==> src/rtl/sha2_msg_sched_stream_if.sv <==
// Stream bundle between the block loader, the SHA-2 message scheduler and the round engine.
// slave = scheduler side, master = loader/round-engine (or testbench) side.
interface sha2_msg_sched_stream_if #(
  parameter int WORD_W = 32,
  parameter int RND_W  = 7
);
  logic              block_start;
  logic              m_valid;
  logic              m_ready;
  logic [WORD_W-1:0] m_data;
  logic              w_valid;
  logic              w_ready;
  logic [WORD_W-1:0] w_data;
  logic [RND_W-1:0]  w_round;
  logic              w_last;
  logic              busy;
  logic              done;

  modport slave (
    input  block_start, m_valid, m_data, w_ready,
    output m_ready, w_valid, w_data, w_round, w_last, busy, done
  );

  modport master (
    output block_start, m_valid, m_data, w_ready,
    input  m_ready, w_valid, w_data, w_round, w_last, busy, done
  );
endinterface

==> src/rtl/sha2_msg_sched_stream.sv <==
// SHA-2 message-schedule expander: 16 message words in, W[0..ROUNDS-1] out, one word per cycle.
// Optional feature: define MSG_SCHED_ABORT_EN to add the synchronous abort input.
module sha2_msg_sched_stream #(
  parameter int WORD_W = 32,
  parameter int ROUNDS = 64,
  parameter int RND_W  = 7
) (
  input logic clk,
  input logic reset_n,
`ifdef MSG_SCHED_ABORT_EN
  input logic abort,
`endif
  sha2_msg_sched_stream_if.slave sif
);
  // One extra bit so the counter can reach ROUNDS even when ROUNDS == 2**RND_W.
  localparam int CNT_W = RND_W + 1;

  typedef enum logic [1:0] {
    ST_IDLE   = 2'd0,
    ST_LOAD   = 2'd1,
    ST_EXPAND = 2'd2
  } state_t;

  state_t            state_r;
  state_t            state_nxt_s;
  logic [CNT_W-1:0]  t_r;
  logic [WORD_W-1:0] win_r [16];
  logic [WORD_W-1:0] w_data_r;
  logic [RND_W-1:0]  w_round_r;
  logic              w_valid_r;
  logic              w_last_r;
  logic              done_r;
  logic [WORD_W-1:0] w_new_s;
  logic [WORD_W-1:0] shift_in_s;
  logic              adv_s;
  logic              abort_s;
  logic              m_ready_s;
  logic              acc_m_s;
  logic              gen_w_s;
  logic              fin_s;
  logic              drop_v_s;
  logic              shift_s;

  function automatic logic [WORD_W-1:0] rotr(input logic [WORD_W-1:0] x, input int n);
    rotr = (x >> n) | (x << (WORD_W - n));
  endfunction

  function automatic logic [WORD_W-1:0] sig0(input logic [WORD_W-1:0] x);
    if (WORD_W == 64) begin
      sig0 = rotr(x, 32'd1) ^ rotr(x, 32'd8) ^ (x >> 32'd7);
    end else begin
      sig0 = rotr(x, 32'd7) ^ rotr(x, 32'd18) ^ (x >> 32'd3);
    end
  endfunction

  function automatic logic [WORD_W-1:0] sig1(input logic [WORD_W-1:0] x);
    if (WORD_W == 64) begin
      sig1 = rotr(x, 32'd19) ^ rotr(x, 32'd61) ^ (x >> 32'd6);
    end else begin
      sig1 = rotr(x, 32'd17) ^ rotr(x, 32'd19) ^ (x >> 32'd10);
    end
  endfunction

`ifdef MSG_SCHED_ABORT_EN
  assign abort_s = abort;
`else
  assign abort_s = 1'b0;
`endif

  // The output register may reload whenever it is empty or being consumed this cycle.
  assign adv_s      = !w_valid_r || sif.w_ready;
  assign w_new_s    = sig1(win_r[14]) + win_r[9] + sig0(win_r[1]) + win_r[0];
  assign shift_s    = acc_m_s || gen_w_s;
  assign shift_in_s = acc_m_s ? sif.m_data : w_new_s;

  assign sif.m_ready = m_ready_s;
  assign sif.w_valid = w_valid_r;
  assign sif.w_data  = w_data_r;
  assign sif.w_round = w_round_r;
  assign sif.w_last  = w_last_r;
  assign sif.done    = done_r;
  assign sif.busy    = (state_r != ST_IDLE);

  // Next-state decode and per-cycle datapath strobes.
  always_comb begin
    state_nxt_s = state_r;
    m_ready_s   = 1'b0;
    acc_m_s     = 1'b0;
    gen_w_s     = 1'b0;
    fin_s       = 1'b0;
    drop_v_s    = 1'b0;
    if (abort_s) begin
      state_nxt_s = ST_IDLE;
    end else begin
      case (state_r)
        ST_IDLE: begin
          if (sif.block_start) begin
            state_nxt_s = ST_LOAD;
          end else begin
            state_nxt_s = ST_IDLE;
          end
        end
        ST_LOAD: begin
          m_ready_s = adv_s;
          if (sif.m_valid && adv_s) begin
            acc_m_s = 1'b1;
            if (t_r == CNT_W'(15)) begin
              state_nxt_s = ST_EXPAND;
            end else begin
              state_nxt_s = ST_LOAD;
            end
          end else if (adv_s) begin
            drop_v_s = 1'b1;
          end else begin
            drop_v_s = 1'b0;
          end
        end
        ST_EXPAND: begin
          if (w_valid_r && sif.w_ready && w_last_r) begin
            fin_s       = 1'b1;
            state_nxt_s = ST_IDLE;
          end else if (adv_s && (t_r < CNT_W'(ROUNDS))) begin
            gen_w_s = 1'b1;
          end else if (adv_s) begin
            drop_v_s = 1'b1;
          end else begin
            drop_v_s = 1'b0;
          end
        end
        default: begin
          state_nxt_s = ST_IDLE;
        end
      endcase
    end
  end

  // FSM state register.
  always_ff @(posedge clk or negedge reset_n) begin
    if (!reset_n) begin
      state_r <= ST_IDLE;
    end else begin
      state_r <= state_nxt_s;
    end
  end

  // Output register, round counter and done pulse.
  always_ff @(posedge clk or negedge reset_n) begin
    if (!reset_n) begin
      t_r       <= {CNT_W{1'b0}};
      w_data_r  <= {WORD_W{1'b0}};
      w_round_r <= {RND_W{1'b0}};
      w_valid_r <= 1'b0;
      w_last_r  <= 1'b0;
      done_r    <= 1'b0;
    end else begin
      done_r <= fin_s;
      if (shift_s) begin
        w_data_r  <= shift_in_s;
        w_round_r <= t_r[RND_W-1:0];
        w_valid_r <= 1'b1;
        w_last_r  <= gen_w_s && (t_r == CNT_W'(ROUNDS - 1));
        t_r       <= t_r + CNT_W'(1);
      end else if (fin_s || abort_s) begin
        w_valid_r <= 1'b0;
        w_last_r  <= 1'b0;
        t_r       <= {CNT_W{1'b0}};
      end else if (drop_v_s) begin
        w_valid_r <= 1'b0;
        w_last_r  <= 1'b0;
      end
    end
  end

  // 16-word window: win_r[0] is W[t-16], win_r[15] is W[t-1].
  always_ff @(posedge clk or negedge reset_n) begin
    if (!reset_n) begin
      for (int i = 0; i < 16; i++) begin
        win_r[i] <= {WORD_W{1'b0}};
      end
    end else if (shift_s) begin
      for (int i = 0; i < 15; i++) begin
        win_r[i] <= win_r[i+1];
      end
      win_r[15] <= shift_in_s;
    end
  end
endmodule

==> src/flat_wrapper.sv <==
// flat-port wrapper written by rule: the top's interface ports become plain ports
module sha2_msg_sched_stream_flat 
#(
  parameter int WORD_W = 32,
  parameter int ROUNDS = 64,
  parameter int RND_W  = 7
)
  (clk, reset_n, sif_block_start, sif_m_valid, sif_m_data, sif_w_ready, sif_m_ready, sif_w_valid, sif_w_data, sif_w_round, sif_w_last, sif_busy, sif_done);
  sha2_msg_sched_stream_if #(.WORD_W(WORD_W), .RND_W(RND_W)) sif_i ();
  input logic clk;
  input logic reset_n;
  input wire logic [$bits(sif_i.block_start)-1:0] sif_block_start;
  input wire logic [$bits(sif_i.m_valid)-1:0] sif_m_valid;
  input wire logic [$bits(sif_i.m_data)-1:0] sif_m_data;
  input wire logic [$bits(sif_i.w_ready)-1:0] sif_w_ready;
  output wire logic [$bits(sif_i.m_ready)-1:0] sif_m_ready;
  output wire logic [$bits(sif_i.w_valid)-1:0] sif_w_valid;
  output wire logic [$bits(sif_i.w_data)-1:0] sif_w_data;
  output wire logic [$bits(sif_i.w_round)-1:0] sif_w_round;
  output wire logic [$bits(sif_i.w_last)-1:0] sif_w_last;
  output wire logic [$bits(sif_i.busy)-1:0] sif_busy;
  output wire logic [$bits(sif_i.done)-1:0] sif_done;
  assign sif_i.block_start = sif_block_start;
  assign sif_i.m_valid = sif_m_valid;
  assign sif_i.m_data = sif_m_data;
  assign sif_i.w_ready = sif_w_ready;
  assign sif_m_ready = sif_i.m_ready;
  assign sif_w_valid = sif_i.w_valid;
  assign sif_w_data = sif_i.w_data;
  assign sif_w_round = sif_i.w_round;
  assign sif_w_last = sif_i.w_last;
  assign sif_busy = sif_i.busy;
  assign sif_done = sif_i.done;
  sha2_msg_sched_stream #(.WORD_W(WORD_W), .ROUNDS(ROUNDS), .RND_W(RND_W)) u_core (.clk(clk), .reset_n(reset_n), .sif(sif_i));
endmodule
==> config.mk <==
export PLATFORM = sky130hd
export DESIGN_NAME = sha2_msg_sched_stream_flat
export DESIGN_NICKNAME = d
export VERILOG_FILES = /design/src/rtl/sha2_msg_sched_stream_if.sv /design/src/rtl/sha2_msg_sched_stream.sv /design/src/flat_wrapper.sv
export SDC_FILE = /design/constraint.sdc
export NUM_CORES = 1
export LEC_CHECK = 0
export CORE_MARGIN = 2
export CORE_UTILIZATION = 65
export DETAILED_ROUTE_END_ITERATION = 10
export PLACE_DENSITY = 0.84
export SKIP_LAST_GASP = 1
export SYNTH_ARGS = -nofsm -noshare
export SYNTH_HDL_FRONTEND = slang
export SYNTH_SLANG_ARGS = --single-unit
==> constraint.sdc <==
create_clock -name clk -period 7.7 [get_ports clk]
set_input_delay 0.77 -clock clk [delete_from_list [all_inputs] [get_ports clk]]
set_output_delay 0.77 -clock clk [all_outputs]
set_load 0.1 [all_outputs]
Word-level counts from Yosys, hierarchy flattened
Index checks and enable logic that the tools add are counted.
Widths: inputs -> output; s select.
- flip-flop bits (word level): 532
- input bits: 37
- logic and storage cells: 79
- add/subtract/negate cells: 4
- order comparisons: 1
- eq/ne operators: 6
- mux-type cells: 25
- bitwise gates (word level): 8
- reduce and logical (&&, ||, !) cells: 13
- operator list (operator ; number):
    $add 32x32->32 ; 3
    $xor 32x32->32 ; 2
    $mux 32 ; 1
    $or 13x32->32 ; 1
    $or 14x32->32 ; 1
    $or 15x32->32 ; 1
    $or 25x32->32 ; 1
    $xor 32x22->32 ; 1
    $xor 32x29->32 ; 1
    $mux 1 ; 17
    $mux 8 ; 2
    $add 8x1->8 const B ; 1
    $eq 8x4->1 const B ; 1
    $eq 8x6->1 const B ; 1
    $lt 8x7->1 const B ; 1
    $mux 2 ; 3
    $pmux 2 s3 ; 1
    $logic_and 1x1->1 ; 5
    $ne 2x1->1 const B ; 2
    $reduce_bool 2->1 ; 2
    $reduce_bool 3->1 ; 1
    $eq 2x1->1 const B ; 1
    $eq 2x2->1 const B ; 1
    $logic_not 2->1 ; 1
    other kinds (4) ; 5

Logic depth before layout (Yosys ltp)
- word-level depth: 9
- mapped depth: 17
- depth with buffers taken out: 16

Worst setup path before layout
Ideal clock, no wire load.
- kind: register to register
- start point: register u_core.win_r[52] (netlist name)
- end point: register u_core.win_r[31] (netlist name)
- setup time: 0.129 ns
- arrival: 3.588 ns
- required time: 7.571 ns
- path slack: 3.983 ns
- stages on the path, launching flop included: 18
- path buffers: 1
- clock period less this slack: 3.717 ns
- cell sequence: dfrtp_1 -> clkbuf_1 -> xnor2_1 -> xnor2_1 -> fa_1 -> inv_1 -> fa_1 -> inv_1 -> ha_1 -> inv_1 -> fa_1 -> and2b_1 -> o2111ai_1 -> a21oi_1 -> nor3_2 -> nor4_1 -> a2bb2oi_1 -> o21ai_1
- cells in the longest elaborated chain, start to end: 7
- elaborated cells on any way between the ends: 8
- classes of those cells: 3 x add/sub; 1 x mux; 4 x bitwise
- ends and longest elaborated chain (what ; RTL line ; RTL):
    start: declaration ; sha2_msg_sched_stream.sv:27 ; logic [WORD_W-1:0] win_r [16];
    start signal: indexed assignment ; sha2_msg_sched_stream.sv:178 ; win_r[i] <= {WORD_W{1'b0}};
    start signal: indexed assignment ; sha2_msg_sched_stream.sv:182 ; win_r[i] <= win_r[i+1];
    $or 13x32->32 / $or 15x32->32 (equally long branches) ; sha2_msg_sched_stream.sv:45 ; rotr = (x >> n) | (x << (WORD_W - n));
    $xor 32x32->32 ; sha2_msg_sched_stream.sv:60 ; sig1 = rotr(x, 32'd17) ^ rotr(x, 32'd19) ^ (x >> 32'd10);
    $xor 32x22->32 (*) ; sha2_msg_sched_stream.sv:60 ;
    $add 32x32->32 (*) (3 in a row) ; sha2_msg_sched_stream.sv:72 ; assign w_new_s = sig1(win_r[14]) + win_r[9] + sig0(win_r[1]) + win_r[0];
    $mux 32 (*) ; sha2_msg_sched_stream.sv:74 ; assign shift_in_s = acc_m_s ? sif.m_data : w_new_s;
Every way passes the cells marked *; elsewhere a longest branch is shown, timed or not.
A chain may end at the register's enable or synchronous reset.

Worst setup path after layout
- start point: register u_core.win_r[473] (netlist name)
- end point: register u_core.win_r[31] (netlist name)
- cells in the longest elaborated chain, start to end: 6
- elaborated cells on any way between the ends: 7
- classes of those cells: 2 x add/sub; 1 x mux; 4 x bitwise
- ends and longest elaborated chain (what ; RTL line ; RTL):
    $or 14x32->32 / $or 25x32->32 (equally long branches) ; sha2_msg_sched_stream.sv:45 ;
    $xor 32x32->32 ; sha2_msg_sched_stream.sv:52 ; sig0 = rotr(x, 32'd7) ^ rotr(x, 32'd18) ^ (x >> 32'd3);
    $xor 32x29->32 (*) ; sha2_msg_sched_stream.sv:52 ;
    $add 32x32->32 (*) (2 in a row) ; sha2_msg_sched_stream.sv:72 ;
    $mux 32 (*) ; sha2_msg_sched_stream.sv:74 ;
Marks and branches as above.

==> run metrics <==
first-pass GRT wire length 101700 µm; Die Y 201.3 µm; top cells by area, synth dfrtp_1 53%, nand2_1 22%, fa_1 4.9%; IO Count 81; Post-synth EDFFs 0; Fmax 234.5 MHz; 1st-iter DRT viols 1818; critical path startpoint category register; synth unique cells 63; Least-Margin Pin Slew 1.134 ns; reg2reg setup slack 3.44 ns; DR vias/cell 5.514; wire length per cell 18.57 µm; GPL Wtd Cong 0.9718; CTS H-Tree Depth 2; antenna viol nets, final 0; drt total wl 63280 µm; Synth Area in Compound Gates 0.05376; register area share after synthesis 0.5262; largest family of logic cells by synthesized area simple AND/OR/NAND/NOR gates; Synth Area in Adders 0.06637; dpl ws 3.492 ns; xor-xnor portion of the synthesized cell area 0.04916; period utilization 0.5538; count leader, synth nand2_1; Post-CTS Setup Repair Bufs 0; post-layout util 0.7165; RSZ-0062 raised after global routing no; Sink Count 532; Worst Path Required 8.22 ns; area delta synth->final 9.193%; later-pin clock latency in the skew report 0.60 ns; fraction of layout cells with a size suffix above 1 0.04361; PostCTS Resize Cnt 0; CTS buffer count 52; final hold violations 0; Hold-fix buffers, CTS 0; fin nets 2981; FF-to-FF End u_core.win_r[31]; status finished clean; worst hold path type in -> async; pin count of the biggest net entering global routing 216; synthesized flop and latch total 532; fraction of synthesized area in multiplexers 0.0004451; max cap viols 0; starting density of the core 0.6562; reg2reg path depth 13; critical path capture point type register; DR DRC count 0; Netlist Area Pre-Place 25300 µm²; cell row count 72; clk buf depth 3; Final Skew 0.03335 ns; input/output buffers 80; Final setup viols 0; Arrival @ worst endpoint 4.79 ns; DR vias 18.79k; hpwl dp 42850 µm; Syn Inst Count 2916; initial antenna violation count 3; WHS 0.2591 ns; Syn Area/Cell 8.676 µm²; synth warn 0; GRT Overall Usage 0.3245; worst r2r src u_core.win_r[473]; post-layout min period 4.264 ns; Core Area 38560 µm²; max-slew violation count 0; Setup TNS 0 ns; Die W 201.3 µm; CTS root buffer clkbuf_16; CP max FO 7; critical path type reg -> reg; number of global-route vias before repair 18.77k; Synth Net Count 3050; Worst-path clk slew 0.06 ns; fraction of registers with async set/reset 1.000; Die Area 40520 µm²; simple-gate share of the synthesized area 0.2375; CTS tree done; global route overflow 0; Post-synth top cells 1457 x nand2_1, 532 x dfrtp_1, 149 x inv_1, 120 x xnor2_1, 91 x clkbuf_1; First-pass DRT Iterations 6; Synth Flop Type dfrtp_1; share of the synthesized area in the top cell type 0.5262; leading area contributor after synthesis dfrtp_1; post-route worst setup slack 3.436 ns; slew margin rel. 0.2438
-- metal layers --
layer  routed length (µm)  vias to the layer above  global-route usage  share of wire
met5                   20                        -                   0        0.00032
met4                 2570                        4              0.1358          0.041
met3                 4744                      152             0.06803          0.075
met2                29570                      624              0.5051           0.47
met1                26370                     9255              0.4503           0.42
li1                     -                     8757                   -              -
-- flip-flops by register name, summed over array words and instances, names as in the netlist --
register            flops
u_core.sif.w_valid      1
u_core.sif.w_last       1
u_core.sif.done         1
u_core.state_r          2
u_core.win_r          512
u_core.t_r              8
u_core.sif.w_round      7
-- per-stage QoR --
step	area, µm²	cells
global route	27620	3407
CTS	27620	3407
global placement	25800	3311
finish	27630	3408
detailed placement	25800	3311
floorplan	25300	2916
-- cells in the final DEF (no fill, tap or decap), types with 9 or more instances in the layout --
| cell | count |
|---|---|
| xor2_1 | 22 |
| ha_1 | 35 |
| inv_1 | 149 |
| nand4_1 | 10 |
| clkbuf_16 | 52 |
| o21ai_0 | 76 |
| a22oi_1 | 10 |
| xnor2_1 | 120 |
| fa_1 | 62 |
| nor2_1 | 35 |
| clkdlybuf4s50_1 | 79 |
| clkbuf_8 | 18 |
| nand2_1 | 1456 |
| nand3_1 | 12 |
| a21oi_1 | 55 |
| buf_4 | 10 |
| a21o_1 | 11 |
| and3_1 | 9 |
| dfrtp_1 | 532 |
| a31oi_1 | 11 |
| clkbuf_1 | 9 |
-- how the worst max path moves through the flow --
stage / startpoint / end / slack (ns)
6_report: u_core.win_r[473] / u_core.win_r[31] / 3.44
5_1_grt: u_core.win_r[465] / u_core.win_r[21] / 3.24
4_1_cts: u_core.win_r[473] / u_core.win_r[31] / 3.48
3_5_place_dp: u_core.win_r[473] / u_core.win_r[31] / 3.49
3_3_place_gp: u_core.win_r[473] / u_core.win_r[31] / 3.41
2_1_floorplan: u_core.win_r[52] / u_core.win_r[31] / 3.98
-- critical path, stage by stage (launching register included) --
cell	delay [ns]
dfrtp_1	0.53
xnor2_1	0.28
xnor2_1	0.14
fa_1	0.52
inv_1	0.06
fa_1	0.52
inv_1	0.04
ha_1	0.39
a21oi_1	0.31
o21ai_0	0.26
a21boi_0	0.61
o211ai_1	0.25
a2bb2oi_1	0.17
o21ai_1	0.11
-- area by class of cell --
cell class | instances | area (µm²)
antenna | 1 | 2.502
timing repair buffer | 94 | 960.9
fill | 2879 | 10930
multi-input combinational | 2018 | 10320
sequential | 532 | 13310
clock inverter | 17 | 237.7
inverter | 149 | 559.3
tap | 518 | 648.1
clock buffer | 79 | 1583
-- cell families (layout without fill, tap and decap cells) --
logic type	Yosys count	in the layout
compound gates	220	220
flops	532	532
other cells	0	1
mux	1	1
buf+inv	366	339
simple gates	1558	1558
xor+xnor	142	142
fa+ha+maj	97	97
Power is not shown: default switching activity piles up to over one toggle a cycle in this logic, so the estimate is an artifact.
